--- config.mk ---
export PLATFORM = sky130hd
export DESIGN_NAME = inst_fetch_queue_flat
export DESIGN_NICKNAME = d
export VERILOG_FILES = /design/src/rtl/inst_fetch_queue_pkg.sv /design/src/rtl/inst_fetch_queue_if.sv /design/src/rtl/inst_fetch_queue_fifo.sv /design/src/rtl/inst_fetch_queue.sv /design/src/flat_wrapper.sv
export SDC_FILE = /design/constraint.sdc
export NUM_CORES = 1
export LEC_CHECK = 0
export CAP_MARGIN = 20
export CORE_AREA = 5 5 231 233
export CTS_BUF_LIST = sky130_fd_sc_hd__clkbuf_8
export CTS_CLUSTER_SIZE = 12
export DETAILED_ROUTE_END_ITERATION = 8
export DIE_AREA = 0 0 236 238
export PLACE_DENSITY = 0.72
export SKIP_CTS_REPAIR_TIMING = 1
export SLEW_MARGIN = 20
export SYNTH_ARGS = -nofsm -noshare
export SYNTH_HDL_FRONTEND = slang
export SYNTH_SLANG_ARGS = --single-unit
--- constraint.sdc ---
create_clock -name clk -period 8.77 [get_ports clk]
set_clock_uncertainty 0.2 [all_clocks]
set_input_delay 1.754 -clock clk [delete_from_list [all_inputs] [get_ports clk]]
set_output_delay 1.754 -clock clk [all_outputs]
set_load 0.02 [all_outputs]
--- src/rtl/inst_fetch_queue_pkg.sv ---
// Shared types and defaults for the instruction fetch queue.
package inst_fetch_queue_pkg;

  localparam int          IFQ_DEPTH    = 4;
  localparam logic [63:0] IFQ_RESET_PC = 64'h0000_0000_8000_0000;

  typedef struct packed {
    logic [63:0] pc;
    logic [31:0] inst;
  } ifq_entry_s;

  function automatic logic [63:0] ifq_next_pc(input logic [63:0] pc);
    return pc + 64'd4;
  endfunction

endpackage

--- src/rtl/inst_fetch_queue_if.sv ---
// Fetch-queue signal bundle: memory request/response, redirect/stall and IF/ID output.
interface inst_fetch_queue_if;
  import inst_fetch_queue_pkg::*;

  logic        stall;
  logic        redirect_valid;
  logic [63:0] redirect_pc;
  logic        mem_req_valid;
  logic [63:0] mem_req_addr;
  logic        mem_req_ready;
  logic        mem_resp_valid;
  logic [31:0] mem_resp_data;
  logic        out_valid;
  logic [63:0] out_pc;
  logic [31:0] out_inst;

  modport master (
    input  stall, redirect_valid, redirect_pc, mem_req_ready, mem_resp_valid, mem_resp_data,
    output mem_req_valid, mem_req_addr, out_valid, out_pc, out_inst
  );

  modport slave (
    output stall, redirect_valid, redirect_pc, mem_req_ready, mem_resp_valid, mem_resp_data,
    input  mem_req_valid, mem_req_addr, out_valid, out_pc, out_inst
  );

endinterface

--- src/rtl/inst_fetch_queue_fifo.sv ---
// ifq_fifo: synchronous (pc, inst) FIFO with clear; pointers carry an extra MSB
// so full and empty are distinguished without a separate flag.
module inst_fetch_queue_fifo
  import inst_fetch_queue_pkg::*;
#(
  parameter int DEPTH = IFQ_DEPTH,
  localparam int AW   = $clog2(DEPTH)
) (
  input  logic       clk,
  input  logic       rst,
  input  logic       push,
  input  logic       pop,
  input  logic       clear,
  input  ifq_entry_s din,
  output ifq_entry_s dout,
  output logic [AW:0] count,
  output logic       empty
);

  logic [AW:0] wr_ptr;
  logic [AW:0] rd_ptr;
  logic        full;
  ifq_entry_s  mem [DEPTH];

  assign count = wr_ptr - rd_ptr;
  assign empty = (wr_ptr == rd_ptr);
  assign full  = (wr_ptr[AW] != rd_ptr[AW]) && (wr_ptr[AW-1:0] == rd_ptr[AW-1:0]);
  assign dout  = mem[rd_ptr[AW-1:0]];

  always_ff @(posedge clk) begin
    if (rst || clear) begin
      wr_ptr <= '0;
      rd_ptr <= '0;
    end else begin
      if (push) wr_ptr <= wr_ptr + (AW+1)'(1);
      if (pop)  rd_ptr <= rd_ptr + (AW+1)'(1);
    end
  end

  always_ff @(posedge clk) begin
    if (push && !clear) mem[wr_ptr[AW-1:0]] <= din;
  end

  // The owner's credit scheme must make these impossible.
  a_no_overflow:  assert property (@(posedge clk) disable iff (rst) push |-> !full);
  a_no_underflow: assert property (@(posedge clk) disable iff (rst) pop |-> !empty);

endmodule

--- src/rtl/inst_fetch_queue.sv ---
// Instruction fetch queue: sequential fetch issue, in-order response buffering,
// redirect flush with in-flight drop. IFQ_BYPASS_EN presents a kept response on an empty queue in the same cycle.
module inst_fetch_queue
  import inst_fetch_queue_pkg::*;
#(
  parameter int          DEPTH    = IFQ_DEPTH,
  parameter logic [63:0] RESET_PC = IFQ_RESET_PC
) (
  input  logic clk,
  input  logic rst,
  inst_fetch_queue_if.master bus
);

  localparam int CW = $clog2(DEPTH+1);

  logic [63:0]   fetch_pc;
  logic [63:0]   resp_pc;
  logic [CW-1:0] count;
  logic [CW-1:0] inflight;
  logic [CW-1:0] inflight_nxt;
  logic [CW-1:0] drop;
  logic [CW:0]   occupancy;
  logic          req_fire;
  logic          resp_keep;
  logic          fifo_push;
  logic          fifo_pop;
  logic          fifo_empty;
  ifq_entry_s    fifo_din;
  ifq_entry_s    fifo_dout;

  // Credit covers both buffered and outstanding entries, so the FIFO never overflows.
  assign occupancy         = {1'b0, count} + {1'b0, inflight};
  assign bus.mem_req_valid = !rst && (occupancy < (CW+1)'(DEPTH));
  assign bus.mem_req_addr  = fetch_pc;
  assign req_fire          = bus.mem_req_valid && bus.mem_req_ready;

  assign resp_keep    = bus.mem_resp_valid && (drop == '0) && !bus.redirect_valid;
  assign inflight_nxt = inflight + CW'(req_fire) - CW'(bus.mem_resp_valid);
  assign fifo_din     = '{pc: resp_pc, inst: bus.mem_resp_data};

`ifdef IFQ_BYPASS_EN
  logic bypass;

  assign bypass        = fifo_empty && resp_keep;
  assign bus.out_valid = !fifo_empty || bypass;
  assign bus.out_pc    = !fifo_empty ? fifo_dout.pc   : (bypass ? resp_pc : '0);
  assign bus.out_inst  = !fifo_empty ? fifo_dout.inst : (bypass ? bus.mem_resp_data : '0);
  assign fifo_pop      = !fifo_empty && !bus.stall && !bus.redirect_valid;
  // A bypassed word consumed this cycle must not also land in the queue.
  assign fifo_push     = resp_keep && !(bypass && !bus.stall);
`else
  assign bus.out_valid = !fifo_empty;
  assign bus.out_pc    = fifo_empty ? '0 : fifo_dout.pc;
  assign bus.out_inst  = fifo_empty ? '0 : fifo_dout.inst;
  assign fifo_pop      = !fifo_empty && !bus.stall && !bus.redirect_valid;
  assign fifo_push     = resp_keep;
`endif

  inst_fetch_queue_fifo #(.DEPTH(DEPTH)) u_fifo (
    .clk   (clk),
    .rst   (rst),
    .push  (fifo_push),
    .pop   (fifo_pop),
    .clear (bus.redirect_valid),
    .din   (fifo_din),
    .dout  (fifo_dout),
    .count (count),
    .empty (fifo_empty)
  );

  always_ff @(posedge clk) begin
    if (rst) begin
      fetch_pc <= RESET_PC;
      resp_pc  <= RESET_PC;
      inflight <= '0;
      drop     <= '0;
    end else begin
      inflight <= inflight_nxt;
      if (bus.redirect_valid) begin
        // Everything still outstanding after this cycle belongs to the old stream.
        fetch_pc <= bus.redirect_pc;
        resp_pc  <= bus.redirect_pc;
        drop     <= inflight_nxt;
      end else begin
        if (req_fire)  fetch_pc <= ifq_next_pc(fetch_pc);
        if (resp_keep) resp_pc  <= ifq_next_pc(resp_pc);
        if (bus.mem_resp_valid && (drop != '0)) drop <= drop - CW'(1);
      end
    end
  end

  a_redirect_aligned: assert property (@(posedge clk) disable iff (rst)
    bus.redirect_valid |-> (bus.redirect_pc[1:0] == 2'b00));
  a_resp_has_request: assert property (@(posedge clk) disable iff (rst)
    bus.mem_resp_valid |-> (inflight != '0));

endmodule

--- src/flat_wrapper.sv ---
// flat-port wrapper written by rule: the top's interface ports become plain ports
module inst_fetch_queue_flat import inst_fetch_queue_pkg::*;
#(
  parameter int          DEPTH    = IFQ_DEPTH,
  parameter logic [63:0] RESET_PC = IFQ_RESET_PC
)
  (clk, rst, bus_stall, bus_redirect_valid, bus_redirect_pc, bus_mem_req_ready, bus_mem_resp_valid, bus_mem_resp_data, bus_mem_req_valid, bus_mem_req_addr, bus_out_valid, bus_out_pc, bus_out_inst);
  inst_fetch_queue_if bus_i ();
  input  logic clk;
  input  logic rst;
  input wire logic [$bits(bus_i.stall)-1:0] bus_stall;
  input wire logic [$bits(bus_i.redirect_valid)-1:0] bus_redirect_valid;
  input wire logic [$bits(bus_i.redirect_pc)-1:0] bus_redirect_pc;
  input wire logic [$bits(bus_i.mem_req_ready)-1:0] bus_mem_req_ready;
  input wire logic [$bits(bus_i.mem_resp_valid)-1:0] bus_mem_resp_valid;
  input wire logic [$bits(bus_i.mem_resp_data)-1:0] bus_mem_resp_data;
  output wire logic [$bits(bus_i.mem_req_valid)-1:0] bus_mem_req_valid;
  output wire logic [$bits(bus_i.mem_req_addr)-1:0] bus_mem_req_addr;
  output wire logic [$bits(bus_i.out_valid)-1:0] bus_out_valid;
  output wire logic [$bits(bus_i.out_pc)-1:0] bus_out_pc;
  output wire logic [$bits(bus_i.out_inst)-1:0] bus_out_inst;
  assign bus_i.stall = bus_stall;
  assign bus_i.redirect_valid = bus_redirect_valid;
  assign bus_i.redirect_pc = bus_redirect_pc;
  assign bus_i.mem_req_ready = bus_mem_req_ready;
  assign bus_i.mem_resp_valid = bus_mem_resp_valid;
  assign bus_i.mem_resp_data = bus_mem_resp_data;
  assign bus_mem_req_valid = bus_i.mem_req_valid;
  assign bus_mem_req_addr = bus_i.mem_req_addr;
  assign bus_out_valid = bus_i.out_valid;
  assign bus_out_pc = bus_i.out_pc;
  assign bus_out_inst = bus_i.out_inst;
  inst_fetch_queue #(.DEPTH(DEPTH), .RESET_PC(RESET_PC)) u_core (.clk(clk), .rst(rst), .bus(bus_i));
endmodule
==> results.yml, run 1 <==
status:
  status: "complete, no violations"
power_and_ir_drop:
  p_per_area_nw_per_um2: 200.7
  p_leak_nw: 8.745
  total_power_mw: 5.562
  vdd_drop_max_uv: 109.3
die:
  core_um2: 50990
  die_x_um: 236
  fp-row-count: 83
  dieHeight_um: 238
  ioPinCount: 264
  die-area_um2: 56170
  start_util: 0.4458
critical_path:
  critPathRequiredTime_ns: 6.82
  path_max_fanout: 5
  worst-setup-path-type: "input pin to output pin"
  arrival_ns: 3.81
  critPathLaunchType: "input pin"
  cp-end-kind: "output pin"
  ff2ff_path_depth: 12
global_routing:
  grt_pass1_vias: 15390
  grt_usage: 0.2031
  grt_pass1_wl_um: 89580
  grt_max_degree: 82
  antenna_found_initial: 1
  grt_overflow: 0
yosys:
  synth-edff-count: 384
  netlist_area_um2: 22730
  synth.avg_cell_area_um2: 14.13
  syn_inst: 1609
  ys_async_sr_fraction: 0
  synth-seq-area-share: 0.6323
  synthDistinctLibCells: 60
  syn_nets: 1728
  ys.flop_type: "edfxtp_1"
  synth_seq_cells: 526
  yosysWarnings: 0
placement:
  placed_area_um2: 26020
  io_buffer_count: 263
  post-dp-hpwl_um: 38350
  place.gp.congestion: 0.8905
  place_ws_ns: 2.971
drt:
  dr_total_vias: 15230
  first_pass_iters: 5
  drtIter0Drc: 1127
  drtAntennaViolNets: 0
  drc_errors: 0
  via_per_inst: 5.767
  drt-wirelength-per-cell_um: 22.13
  drt_wl_total_um: 58440
min_path:
  hp-class: "flop to flop"
  whs_path_depth: 2
cts:
  ctsLongestPathBuffers: 3
  root_buffer: "clkbuf_8"
  cts_made_buffers: 84
  cts_max_level: 3
  clkTransAtPathRegs_ns: 0.06
  clock_sinks: 526
  cts_tree: "done"
  clk_latency_ns: 0.68
final_layout:
  drive_gt1_frac: 0.1297
  nets: 2007
  fin_area_um2: 27710
  fillers: 4152
  syn_to_final_growth_pct: 21.91
sta:
  max_freq_mhz: 173.5
  setup_ws_ns: 3.005
  tns_ns: 0
  slew_viol_final: 0
  fin_crit_sh: 0.6574
  holdWs_ns: 0.2607
  setup_viol: 0
  final_hold_viol_count: 0
  relSlewSlack: 0.3265
  rsz0062_at_grt: "false"
  tightestPinTransition_ns: 1.001
  min_period_ns: 5.765
job:
  cap_violations: 0
-- logic make-up (layout without fill, tap and decap cells) --
family	Yosys count	count (layout)	share of synthesized area
flip-flops	526	526	0.6323
buffers and inverters	109	458	0.01844
adder cells (fa/ha/maj)	17	17	0.01002
other	0	3	0
AND/OR/NAND/NOR	554	554	0.1399
AO/OA/AOI/OAI	236	236	0.07656
XOR/XNOR	65	65	0.02504
multiplexers	102	102	0.09775
-- flip-flops by register name, indices dropped and copies added, names as in the netlist, named ones only --
signal,flops
u_core.u_fifo.wr_ptr,3
u_core.resp_pc,64
u_core.inflight,3
u_core.drop,3
u_core.u_fifo.mem,384
u_core.bus.mem_req_addr,64
u_core.u_fifo.rd_ptr,3
-- synth_stat cells, types with 8 or more instances --
master / n / area [um^2]
inv_1: 25 / 93.84
o31ai_1: 13 / 97.59
edfxtp_1: 384 / 11530
a21boi_0: 52 / 390.4
o21a_1: 56 / 420.4
nand2_1: 72 / 270.3
nor2_1: 72 / 270.3
a21oi_1: 12 / 60.06
xnor2_1: 38 / 332.8
mux4_2: 96 / 2162
buf_1: 8 / 30.03
nand4_1: 76 / 475.5
nor4_1: 31 / 193.9
xor2_1: 27 / 236.5
a31oi_1: 10 / 62.56
dfxtp_1: 142 / 2843
and2_1: 15 / 93.84
and3_1: 26 / 162.7
nor3_1: 40 / 200.2
o21ai_0: 25 / 125.1
a211oi_1: 19 / 142.6
ha_1: 15 / 187.7
or3_1: 8 / 50.05
o31a_1: 27 / 236.5
or4_1: 10 / 75.07
nor2b_1: 100 / 625.6
nand3_1: 46 / 230.2
clkbuf_1: 67 / 251.5
and4_1: 20 / 175.2
-- layer usage --
metal / wire length [um] / share of wire / track usage / up-vias
met5: 0 / 0 / 0 / -
met4: 1381 / 0.024 / 0.06773 / 0
met3: 4576 / 0.078 / 0.04727 / 104
met2: 26870 / 0.46 / 0.3185 / 652
met1: 25610 / 0.44 / 0.2833 / 7589
li1: - / - / - / 6886
-- cell usage in the layout, fill, tap and decap left out, types with 15 or more instances in the layout --
master	synthesis	final
nor4_1	31	31
clkdlybuf4s50_1	0	262
xor2_1	27	27
nor3_1	40	40
xnor2_1	38	38
ha_1	15	15
nand4_1	76	76
a21boi_0	52	52
o21ai_0	25	25
a211oi_1	19	19
edfxtp_1	384	384
and4_1	20	20
nor2_1	72	72
nor2b_1	100	100
dfxtp_1	142	140
clkbuf_8	0	90
mux4_2	96	96
and3_1	26	25
o21a_1	56	56
o31a_1	27	27
nand2_1	72	72
nand3_1	46	46
inv_1	25	56
-- critical path, cell delays in order --
cell and delay [ns]:
clkdlybuf4s50_1 0.55, nor4_2 0.57, and2_1 0.29, clkdlybuf4s50_1 0.64
-- cell type report --
class	count	area, um^2	share of cell area
Antenna cell	3	7.507	0.0002709
Clock buffer	90	1239	0.04470
Clock inverter	66	452.9	0.01634
Inverter	26	100.1	0.003612
Multi-Input combinational cell	974	7955	0.2870
Sequential cell	526	14380	0.5189
Tap cell	680	850.8	0.03070
Timing Repair Buffer	276	2728	0.09842
-- through the flow --
step,cells,util
after floorplan,1609,-
after global placement,2482,0.5102
after detailed placement,2482,0.5102
after CTS,2638,0.5434
after global routing,2639,0.5434
final,2641,0.5435
-- where the power goes --
group,total [mW],internal (mW),switching (mW)
Sequential,2.89,2.78,0.112
Combinational,0.567,0.266,0.301
Clock,2.10,1.13,0.970
Total,5.56,4.18,1.38
-- final timing paths --
| kind | from | to | slack [ns] |
|---|---|---|---|
| setup / recovery | rst | bus_mem_req_valid | 3.00 |
| hold / removal | u_core.bus.mem_req_addr[1] | u_core.bus.mem_req_addr[1] | 0.26 |
| setup reg to reg | u_core.u_fifo.wr_ptr[0] | u_core.bus.mem_req_addr[56] | 4.11 |
| hold reg to reg | u_core.bus.mem_req_addr[1] | u_core.bus.mem_req_addr[1] | 0.26 |
No activity file was read; power rests on OpenSTA's default activity.
==> run 2: changes to the inputs <==
--- a/config.mk
+++ b/config.mk
@@ -11,7 +11,7 @@
 export CTS_CLUSTER_SIZE = 12
 export DETAILED_ROUTE_END_ITERATION = 8
 export DIE_AREA = 0 0 236 238
-export PLACE_DENSITY = 0.72
+export PLACE_DENSITY = 0.75
 export SKIP_CTS_REPAIR_TIMING = 1
 export SLEW_MARGIN = 20
 export SYNTH_ARGS = -nofsm -noshare
==> constraint.sdc (replaced) <==
create_clock -name clk -period 5.2 [get_ports clk]
set_clock_uncertainty 0.2 [all_clocks]
set_input_delay 1.04 -clock clk [delete_from_list [all_inputs] [get_ports clk]]
set_output_delay 1.04 -clock clk [all_outputs]
set_load 0.02 [all_outputs]
==> run 2 against run 1 <==
Wire length is 0.91% higher. Clock power up 63%. Cell area is 0.46% higher. Clock-buffer cell count up 1. Total power is 67% higher. Die area did not move. Critical path depth is 5 higher. Non-clock buffer count increased by 15. Flip-flop and latch count unchanged.
==> results.yml, run 2 (synthesized netlist as in run 1, its figures left out) <==
status:
  status: "complete, no violations"
final_layout:
  final_core_util: 0.5460
  drive_gt1_frac: 0.1407
  fillers: 4110
  largest_register_ffs: 384
  nets: 2023
  mostFrequentLayoutCells: "edfxtp_1, clkdlybuf4s50_1, dfxtp_1"
  mostFrequentLayoutCell: "edfxtp_1"
  syn_to_final_growth_pct: 22.47
critical_path:
  critPathLaunchType: "flop"
  crit_family: "buffers and inverters"
  arrival_ns: 3.57
  cp-end-kind: "output pin"
  crit_chain: "inv_1 > ha_1 > inv_1 > fa_1 > xor2_1 > ha_1 > nor4_2 > and2_1 > clkdlybuf4s50_1"
  worst-setup-path-type: "flop to output pin"
  critPathBufInv: 3
  critPathRequiredTime_ns: 3.96
  r2r_setup_slack_ns: 1.00
  max_stage_delay_ns: 0.65
  path_max_fanout: 5
  crit_slowest_cell: "clkdlybuf4s50_1"
global_routing:
  antenna_found_initial: 3
  grt_usage: 0.2043
  grt_max_degree: 80
  grt_pass1_wl_um: 90580
  grt_overflow: 0
  grt_pass1_vias: 15500
die:
  start_util: 0.4458
  die-area_um2: 56170
  fp-row-count: 83
  dieHeight_um: 238
  core_um2: 50990
  die_x_um: 236
  ioPinCount: 264
power_and_ir_drop:
  power.share.clock: 0.369
  p_leak_nw: 8.746
  power_switching_mw: 2.342
  p_seq_frac: 0.526
  total_power_mw: 9.269
  p_sw_frac: 0.2526
  vdd_drop_max_uv: 168.4
  intPower_mw: 6.927
  comb_power_share: 0.105
  p_per_area_nw_per_um2: 332.9
cts:
  clock_sinks: 526
  cts_made_buffers: 85
  cts_tree: "done"
  cts_max_level: 3
  clk_latency_ns: 0.66
  ctsLongestPathBuffers: 3
  clkTransAtPathRegs_ns: 0.06
  root_buffer: "clkbuf_8"
drt:
  via_per_inst: 5.797
  drt_wl_total_um: 58970
  drc_errors: 0
  drtAntennaViolNets: 0
  dr_total_vias: 15370
  drtIter0Drc: 1230
  first_pass_iters: 5
  drt-wirelength-per-cell_um: 22.24
placement:
  post-dp-hpwl_um: 39980
  io_buffer_count: 263
  place.gp.congestion: 0.8701
sta:
  max_freq_mhz: 208.0
  tightestPinTransition_ns: 0.8228
  min_period_ns: 4.807
  fin_crit_sh: 0.9244
  setup_viol: 0
  final_hold_viol_count: 0
  slew_viol_final: 0
  relSlewSlack: 0.4515
  rsz0062_at_grt: "false"
  tns_ns: 0
job:
  cap_violations: 0
min_path:
  hp-class: "flop to flop"
## run 2: layout make-up
| type | instances | area [um^2] | share of cell area |
|---|---|---|---|
| Multi-Input combinational cell | 974 | 7955 | 0.2857 |
| Clock inverter | 61 | 380.4 | 0.01366 |
| Antenna cell | 2 | 5.005 | 0.0001798 |
| Timing Repair Buffer | 291 | 2915 | 0.1047 |
| Clock buffer | 91 | 1252 | 0.04499 |
| Sequential cell | 526 | 14380 | 0.5166 |
| Inverter | 26 | 100.1 | 0.003595 |
| Tap cell | 680 | 850.8 | 0.03056 |
## run 2: worst register-to-register path, delay by kind of cell (launching register included)
kind	cells	cell delay [ns]
xor+xnor	1	0.18
compound gates	2	0.69
buf+inv	4	0.78
simple gates	3	1.17
fa+ha+maj	3	0.76
flops	1	0.33
## run 2: through the flow
step	setup WS, ns	cell area (um^2)	hold WS (ns)	instances
3_5_place_dp	0.8288	26200	0.2626	2497
5_1_grt	0.1777	27840	0.2865	2649
6_report	0.3932	27840	0.2654	2651
4_1_cts	0.3113	27840	0.2721	2649
3_3_place_gp	0.8382	26200	0.2490	2497
2_1_floorplan	0.6531	22730	0.2600	1609
## run 2: power by group through the flow
stage	Combinational [mW]	Clock, mW	Sequential (mW)
after detailed placement	0.983	0	4.95
after floorplan	0.512	0	4.93
final	0.976	3.42	4.87
after global placement	0.965	0	4.94
after CTS	0.988	3.51	4.87
after global routing	1.05	3.71	4.89
## run 2: worst paths after layout
path	from	endpoint	depth (start not counted)
min reg2reg	u_core.bus.mem_req_addr[1]	u_core.bus.mem_req_addr[1]	2
max reg2reg	u_core.u_fifo.wr_ptr[0]	u_core.bus.mem_req_addr[56]	13
min	u_core.bus.mem_req_addr[1]	u_core.bus.mem_req_addr[1]	2
max	u_core.u_fifo.wr_ptr[0]	bus_mem_req_valid	9
## run 2: layer usage
metal / wire [um] / vias to the layer above / track usage
met3: 4578 / 103 / 0.04068
met2: 27690 / 722 / 0.3266
met4: 1533 / 0 / 0.06773
met1: 25160 / 7633 / 0.2841
met5: 0 / - / 0
li1: - / 6909 / -
